===== config.mk =====
export PLATFORM = sky130hd
export DESIGN_NAME = npc_sequencer_flat
export DESIGN_NICKNAME = d
export VERILOG_FILES = /design/src/rtl/cpu54_pkg.sv /design/src/rtl/npc_sequencer_if.sv /design/src/rtl/npc_mux.sv /design/src/rtl/npc_sequencer.sv /design/src/flat_wrapper.sv
export SDC_FILE = /design/constraint.sdc
export NUM_CORES = 1
export LEC_CHECK = 0
export ABC_AREA = 0
export CORE_MARGIN = 4
export CORE_UTILIZATION = 38
export CTS_BUF_LIST = sky130_fd_sc_hd__clkbuf_8
export DETAILED_ROUTE_END_ITERATION = 10
export PLACE_DENSITY_LB_ADDON = 0.1
export SLEW_MARGIN = 20
export SYNTH_ARGS = -nofsm -noshare
export SYNTH_HDL_FRONTEND = slang
export SYNTH_SLANG_ARGS = --single-unit

===== constraint.sdc =====
create_clock -name clk -period 4.5 [get_ports clk]
set_clock_uncertainty 0.1 [all_clocks]
set_input_delay 1.35 -clock clk [delete_from_list [all_inputs] [get_ports clk]]
set_output_delay 1.35 -clock clk [all_outputs]
set_load 0.05 [all_outputs]

===== src/rtl/cpu54_pkg.sv =====
// Shared definitions for the CPU54 front end: pc_sel encodings, vectors,
// sequencer FSM states and the next-PC select payload.
package cpu54_pkg;

  localparam int unsigned XLEN  = 32;
  localparam int unsigned SELW  = 3;
  localparam int unsigned IDXW  = 26;

  localparam logic [SELW-1:0] PCSEL_SEQ  = 3'd0;
  localparam logic [SELW-1:0] PCSEL_BR   = 3'd1;
  localparam logic [SELW-1:0] PCSEL_J    = 3'd2;
  localparam logic [SELW-1:0] PCSEL_JR   = 3'd3;
  localparam logic [SELW-1:0] PCSEL_ERET = 3'd4;

  localparam logic [XLEN-1:0] DEF_RESET_VECTOR = 32'h0040_0000;
  localparam logic [XLEN-1:0] DEF_EXC_VECTOR   = 32'h0040_0004;

  typedef enum logic [1:0] {
    ST_BOOT = 2'd0,
    ST_RUN  = 2'd1,
    ST_HOLD = 2'd2
  } seq_state_e;

  typedef struct packed {
    logic [XLEN-1:0] next_pc;
    logic            take_exc;
    logic            addr_err;
  } npc_sel_t;

endpackage


===== src/rtl/npc_sequencer_if.sv =====
// Decode/regfile/imem-facing bundle of the PC sequencer.
interface npc_sequencer_if;
  import cpu54_pkg::*;

  logic            stall;
  logic [SELW-1:0] pc_sel;
  logic            br_taken;
  logic [XLEN-1:0] br_offset;
  logic [IDXW-1:0] instr_index;
  logic [XLEN-1:0] rs_data;
  logic [XLEN-1:0] epc_in;
  logic            exc_req;
  logic [XLEN-1:0] pc;
  logic            fetch_en;
  logic [XLEN-1:0] link_addr;
  logic            epc_wr;
  logic [XLEN-1:0] epc_val;
  logic            addr_err;

  modport master (
    output stall, pc_sel, br_taken, br_offset, instr_index, rs_data, epc_in, exc_req,
    input  pc, fetch_en, link_addr, epc_wr, epc_val, addr_err
  );

  modport slave (
    input  stall, pc_sel, br_taken, br_offset, instr_index, rs_data, epc_in, exc_req,
    output pc, fetch_en, link_addr, epc_wr, epc_val, addr_err
  );
endinterface


===== src/rtl/npc_mux.sv =====
// Combinational next-PC target computation and priority select.
module npc_mux
  import cpu54_pkg::*;
#(
  parameter logic [XLEN-1:0] EXC_VECTOR = DEF_EXC_VECTOR
) (
  input  logic [XLEN-1:0] pc,
  input  logic [SELW-1:0] pc_sel,
  input  logic            br_taken,
  input  logic [XLEN-1:0] br_offset,
  input  logic [IDXW-1:0] instr_index,
  input  logic [XLEN-1:0] rs_data,
  input  logic [XLEN-1:0] epc_in,
  input  logic            exc,
  output npc_sel_t        sel_c,
  output logic [XLEN-1:0] link_addr
);

  logic [XLEN-1:0] pc_plus4;
  logic [XLEN-1:0] br_target;
  logic [XLEN-1:0] j_target;
  logic            jr_misaligned;
  logic            take_exc;

  assign pc_plus4      = pc + XLEN'(4);
  assign br_target     = pc_plus4 + (br_offset << 2);
  assign j_target      = {pc_plus4[XLEN-1:XLEN-4], instr_index, 2'b00};
  assign jr_misaligned = (pc_sel == PCSEL_JR) && (rs_data[1:0] != 2'b00);
  assign take_exc      = exc | jr_misaligned;
  assign link_addr     = pc_plus4;

  // Exception entry outranks every pc_sel source; unknown encodings fall to SEQ.
  always_comb begin
    sel_c          = '0;
    sel_c.take_exc = take_exc;
    sel_c.addr_err = jr_misaligned;
    sel_c.next_pc  = pc_plus4;
    if (take_exc) begin
      sel_c.next_pc = EXC_VECTOR;
    end else begin
      case (pc_sel)
        PCSEL_ERET: sel_c.next_pc = epc_in;
        PCSEL_JR:   sel_c.next_pc = rs_data;
        PCSEL_J:    sel_c.next_pc = j_target;
        PCSEL_BR:   if (br_taken) sel_c.next_pc = br_target;
        default:    sel_c.next_pc = pc_plus4;
      endcase
    end
  end

endmodule


===== src/rtl/npc_sequencer.sv =====
// CPU54 program-counter sequencer: owns the PC, stalls for mul/div and
// defers exceptions that arrive while stalled.
module npc_sequencer
  import cpu54_pkg::*;
#(
  parameter logic [XLEN-1:0] RESET_VECTOR = DEF_RESET_VECTOR,
  parameter logic [XLEN-1:0] EXC_VECTOR   = DEF_EXC_VECTOR
) (
  input logic            clk,
  input logic            rst,
  npc_sequencer_if.slave bus
);

  seq_state_e      state, state_n;
  npc_sel_t        npc_c;
  logic [XLEN-1:0] link_c;
  logic            advance_c;
  logic            exc_pend;
  logic [XLEN-1:0] pend_pc;
  logic [XLEN-1:0] pc_q;
  logic            epc_wr_q;
  logic [XLEN-1:0] epc_val_q;
  logic            addr_err_q;

  // The cycle stall drops in HOLD already behaves as RUN, so both states advance alike.
  assign advance_c = (state != ST_BOOT) && !bus.stall;

  npc_mux #(
    .EXC_VECTOR (EXC_VECTOR)
  ) u_npc_mux (
    .pc          (pc_q),
    .pc_sel      (bus.pc_sel),
    .br_taken    (bus.br_taken),
    .br_offset   (bus.br_offset),
    .instr_index (bus.instr_index),
    .rs_data     (bus.rs_data),
    .epc_in      (bus.epc_in),
    .exc         (bus.exc_req | exc_pend),
    .sel_c       (npc_c),
    .link_addr   (link_c)
  );

  always_ff @(posedge clk or posedge rst) begin
    if (rst) state <= ST_BOOT;
    else     state <= state_n;
  end

  always_comb begin
    state_n = state;
    case (state)
      ST_BOOT: state_n = ST_RUN;
      ST_RUN:  if (bus.stall)  state_n = ST_HOLD;
      ST_HOLD: if (!bus.stall) state_n = ST_RUN;
      default: state_n = ST_BOOT;
    endcase
  end

  // PC, EPC report and the deferred-exception capture.
  always_ff @(posedge clk or posedge rst) begin
    if (rst) begin
      pc_q       <= RESET_VECTOR;
      epc_wr_q   <= 1'b0;
      epc_val_q  <= '0;
      addr_err_q <= 1'b0;
      exc_pend   <= 1'b0;
      pend_pc    <= '0;
    end else begin
      epc_wr_q   <= 1'b0;
      addr_err_q <= 1'b0;
      if (advance_c) begin
        pc_q <= npc_c.next_pc;
        if (npc_c.take_exc) begin
          epc_wr_q   <= 1'b1;
          epc_val_q  <= exc_pend ? pend_pc : pc_q;
          addr_err_q <= npc_c.addr_err;
        end
        exc_pend <= 1'b0;
      end else if (state != ST_BOOT && bus.exc_req && !exc_pend) begin
        exc_pend <= 1'b1;
        pend_pc  <= pc_q;
      end
    end
  end

  assign bus.pc        = pc_q;
  assign bus.fetch_en  = advance_c;
  assign bus.link_addr = link_c;
  assign bus.epc_wr    = epc_wr_q;
  assign bus.epc_val   = epc_val_q;
  assign bus.addr_err  = addr_err_q;

endmodule


===== src/flat_wrapper.sv =====
// flat-port wrapper written by rule: the top's interface ports become plain ports
module npc_sequencer_flat import cpu54_pkg::*;
#(
  parameter logic [XLEN-1:0] RESET_VECTOR = DEF_RESET_VECTOR,
  parameter logic [XLEN-1:0] EXC_VECTOR   = DEF_EXC_VECTOR
)
  (clk, rst, bus_stall, bus_pc_sel, bus_br_taken, bus_br_offset, bus_instr_index, bus_rs_data, bus_epc_in, bus_exc_req, bus_pc, bus_fetch_en, bus_link_addr, bus_epc_wr, bus_epc_val, bus_addr_err);
  npc_sequencer_if bus_i ();
  input logic clk;
  input logic rst;
  input wire logic [$bits(bus_i.stall)-1:0] bus_stall;
  input wire logic [$bits(bus_i.pc_sel)-1:0] bus_pc_sel;
  input wire logic [$bits(bus_i.br_taken)-1:0] bus_br_taken;
  input wire logic [$bits(bus_i.br_offset)-1:0] bus_br_offset;
  input wire logic [$bits(bus_i.instr_index)-1:0] bus_instr_index;
  input wire logic [$bits(bus_i.rs_data)-1:0] bus_rs_data;
  input wire logic [$bits(bus_i.epc_in)-1:0] bus_epc_in;
  input wire logic [$bits(bus_i.exc_req)-1:0] bus_exc_req;
  output wire logic [$bits(bus_i.pc)-1:0] bus_pc;
  output wire logic [$bits(bus_i.fetch_en)-1:0] bus_fetch_en;
  output wire logic [$bits(bus_i.link_addr)-1:0] bus_link_addr;
  output wire logic [$bits(bus_i.epc_wr)-1:0] bus_epc_wr;
  output wire logic [$bits(bus_i.epc_val)-1:0] bus_epc_val;
  output wire logic [$bits(bus_i.addr_err)-1:0] bus_addr_err;
  assign bus_i.stall = bus_stall;
  assign bus_i.pc_sel = bus_pc_sel;
  assign bus_i.br_taken = bus_br_taken;
  assign bus_i.br_offset = bus_br_offset;
  assign bus_i.instr_index = bus_instr_index;
  assign bus_i.rs_data = bus_rs_data;
  assign bus_i.epc_in = bus_epc_in;
  assign bus_i.exc_req = bus_exc_req;
  assign bus_pc = bus_i.pc;
  assign bus_fetch_en = bus_i.fetch_en;
  assign bus_link_addr = bus_i.link_addr;
  assign bus_epc_wr = bus_i.epc_wr;
  assign bus_epc_val = bus_i.epc_val;
  assign bus_addr_err = bus_i.addr_err;
  npc_sequencer #(.RESET_VECTOR(RESET_VECTOR), .EXC_VECTOR(EXC_VECTOR)) u_core (.clk(clk), .rst(rst), .bus(bus_i));
endmodule

==> results.yml <==
yosys:
  synth_compound_area_frac: 0.235
  netlist_top_cells_count: "dfrtp_1, nor2_1, a21oi_1, o21ai_0, nand2_1"
  synth_top_area_frac: 0.336
  synth_area_sq_um: 7450
  synth_area_leaders: "dfrtp_1, ha_1, mux2_2"
  ys_warn_count: 0
  synth-seq-cells: 101
  syn_nets: 1001
  synth_top_area_cell: "dfrtp_1"
  synth_most_common_cell: "dfrtp_1"
  avgSynthCellArea_sq_um: 8.93
  yosysSeqAreaShare: 0.339
  async_reset_ff_frac: 1.00
  synth_top_family_by_area: "compound AO/OA/AOI/OAI gates"
  synth_edf_count: 0
  muxShareOfSynthArea: 0.119
  yosys_most_used_dff: "dfrtp_1"
  synth_xor_area_frac: 0.0633
  yosysUniqueCellTypes: 69
  synth-simple-area-share: 0.140
  yosys.area_share.adder: 0.0632
  synthCells: 834
clocking:
  numCtsBuffers: 9
  htreeDepth: 3
  clk_latency_ps: 360
  clk_path_buf_depth: 2
  path_clk_slew_ps: 100
  cts_sinks: 101
  cts_tree: "built"
  cts-root-buf: "clkbuf_8"
route:
  drc: 0
  dr.pass1.iters: 7
  drt_iter0_drc: 476
  wl_microns: 26900
  ant_nets: 0
  wire_per_inst_microns: 19.9
  vias: 7584
  viasPerCell: 5.63
critical_path:
  critical_path_required_ps: 3050
  timing.critical_path.from: "u_core.bus.pc[3]$_DFFE_PP0P_"
  cp.arrival_ps: 2870
  cp-end-kind: "output port"
  worstRegToRegCells: 15
  r2r-start: "u_core.bus.pc[2]$_DFFE_PP0P_"
  path_max_fanout: 7
  crit_type: "reg -> out"
  critPathLaunchType: "flop"
worst_hold_path:
  hold_start: "u_core.pend_pc[19]$_DFFE_PP0P_"
  holdPathStages: 1
  hp-class: "reg -> reg"
timing:
  hold_violations: 0
  period_minus_slack_ps: 4320
  relSlewSlack: 0.320
  min_period_over_period: 0.959
  worst_pin_slew_ps: 1020
  rsz0062_at_grt: "false"
  setup_viol: 0
  max_freq_mhz: 232
  final_max_slew_viol_count: 0
  final.setup.tns_ps: 0
placement:
  place_congestion: 0.926
  dpl.hpwl_microns: 21300
  io_buffers: 226
  placed_cells: 1331
power:
  p_sw_mw: 3.31
  pwr-share-comb: 0.662
  clock_power_share: 0.080
  switching_share: 0.515
  pwr-share-seq: 0.258
  p_leak_nw: 4.67
  ir_drop_mv: 0.221
  p_int_mw: 3.11
  power_density_nw_per_um2: 608
global_routing:
  use_met2: 0.370
  grt_max_degree: 81
  antenna_found_initial: 1
  grt_util_met1: 0.344
  overflow: 0
  grt_usage: 0.239
  busiest_layer: "met2"
  grt_pass1_wl_microns: 41000
  grt_pass1_vias: 7179
  grtUsageMet3: 0.0448
floorplan:
  fp.dieH_microns: 148
  coreArea_sq_um: 19000
  start_util: 0.392
  ios: 229
  dieArea_sq_um: 21900
  rows: 50
  die_x_microns: 148
finish:
  nets: 1249
  nFillCells: 1809
  syn_to_final_growth_pct: 41.8
  drive_gt1_frac: 0.142
  regArea_sq_um: 2530
  final_cells: 1348
  multi_input_area_sq_um: 4710
flow_run:
  cap_violations: 0
outcome:
  status: "finished, final reports clean"
power groups by stage:
stage / clock network [mW] / logic, mW / registers (mW)
2_1_floorplan: 0 / 2.09 / 2.34
3_3_place_gp: 0 / 4.21 / 1.67
3_5_place_dp: 0 / 4.23 / 1.68
4_1_cts: 0.532 / 4.25 / 1.66
5_1_grt: 0.572 / 4.52 / 1.72
6_report: 0.513 / 4.25 / 1.66
worst paths after layout:
check                                                endpoint  slack (ps)
setup / recovery                            bus_link_addr[15]         180
hold / removal                 u_core.pend_pc[19]$_DFFE_PP0P_         410
setup reg to reg                u_core.bus.pc[31]$_DFFE_PP0P_         340
hold reg to reg                u_core.pend_pc[19]$_DFFE_PP0P_         410
max in group asynchronous       u_core.bus.pc[22]$_DFFE_PP1P_        2390
min in group asynchronous  u_core.bus.epc_val[10]$_DFFE_PP0P_        1180
flip-flops by register name (all words and copies together), names as in the netlist:
signal	flops
u_core.bus.pc	32
u_core.bus.epc_wr	1
u_core.pend_pc	32
u_core.exc_pend	1
u_core.bus.epc_val	32
u_core.bus.addr_err	1
u_core.state	2
cell families after synthesis:
group | Yosys count
buffers and inverters | 75
muxes | 83
DFF | 101
AOI/OAI and AO/OA | 264
adders and majority gates | 37
xor gates and xnor gates | 53
and+or+nand+nor | 221
metrics by stage:
step           utilization  cell area [sq um]  total power [mW]  setup slack (ps)  hold slack, ps
5_1_grt              0.555              10600              6.81              27.1             425
3_3_place_gp         0.546              10400              5.88               151             389
4_1_cts              0.555              10600              6.44               121             417
3_5_place_dp         0.546              10400              5.91               120             396
6_report             0.555              10600              6.42               183             413
2_1_floorplan            -               7520              4.43             -82.8             380
per-layer routing:
| layer | wire length, microns | up-vias |
|---|---|---|
| li1 | - | 3588 |
| met1 | 11900 | 3617 |
| met2 | 12000 | 344 |
| met3 | 2410 | 35 |
| met4 | 535 | 0 |
| met5 | 0 | - |
area by class of cell:
cell class / count / area share
sequential: 101 / 0.239
inverter: 24 / 0.00876
multi-input combinational: 658 / 0.446
timing repair buffer: 288 / 0.259
clock buffer: 9 / 0.0117
clock inverter: 7 / 0.00426
tap: 260 / 0.0308
antenna: 1 / 0.000237
critical path: stages, from the launching register on:
cell and delay, ps:
dfrtp_1 370, buf_4 150, and2_1 180, and3_1 320, nand2_1 120, xnor2_1 420, clkdlybuf4s50_1 940
placed cells by master, fill, tap and decap left out, types with 7 or more instances in the layout:
cell type	count
clkdlybuf4s50_1	211
dfrtp_1	99
nor2_1	84
buf_4	72
a21oi_1	69
o21ai_0	52
nand2_1	51
mux2i_1	43
mux2_2	39
ha_1	36
xnor2_1	24
inv_1	24
xor2_1	20
nand3_1	20
a31oi_1	18
and3_1	15
o22ai_1	15
a221oi_1	13
a21o_1	12
o211ai_1	11
a22o_1	11
nand4_1	11
o221ai_1	9
clkbuf_8	9
a222oi_1	8
and2_1	8
a22oi_1	7
nand2b_1	7
repair_timing:
| action | in CTS | in global routing |
|---|---|---|
| setup endpoints to repair | 0 | 2 |
| hold buffers | 0 | 0 |
| setup buffers | 0 | 0 |
| resized for setup | 0 | 2 |
Power figures use the tool's default switching activity.
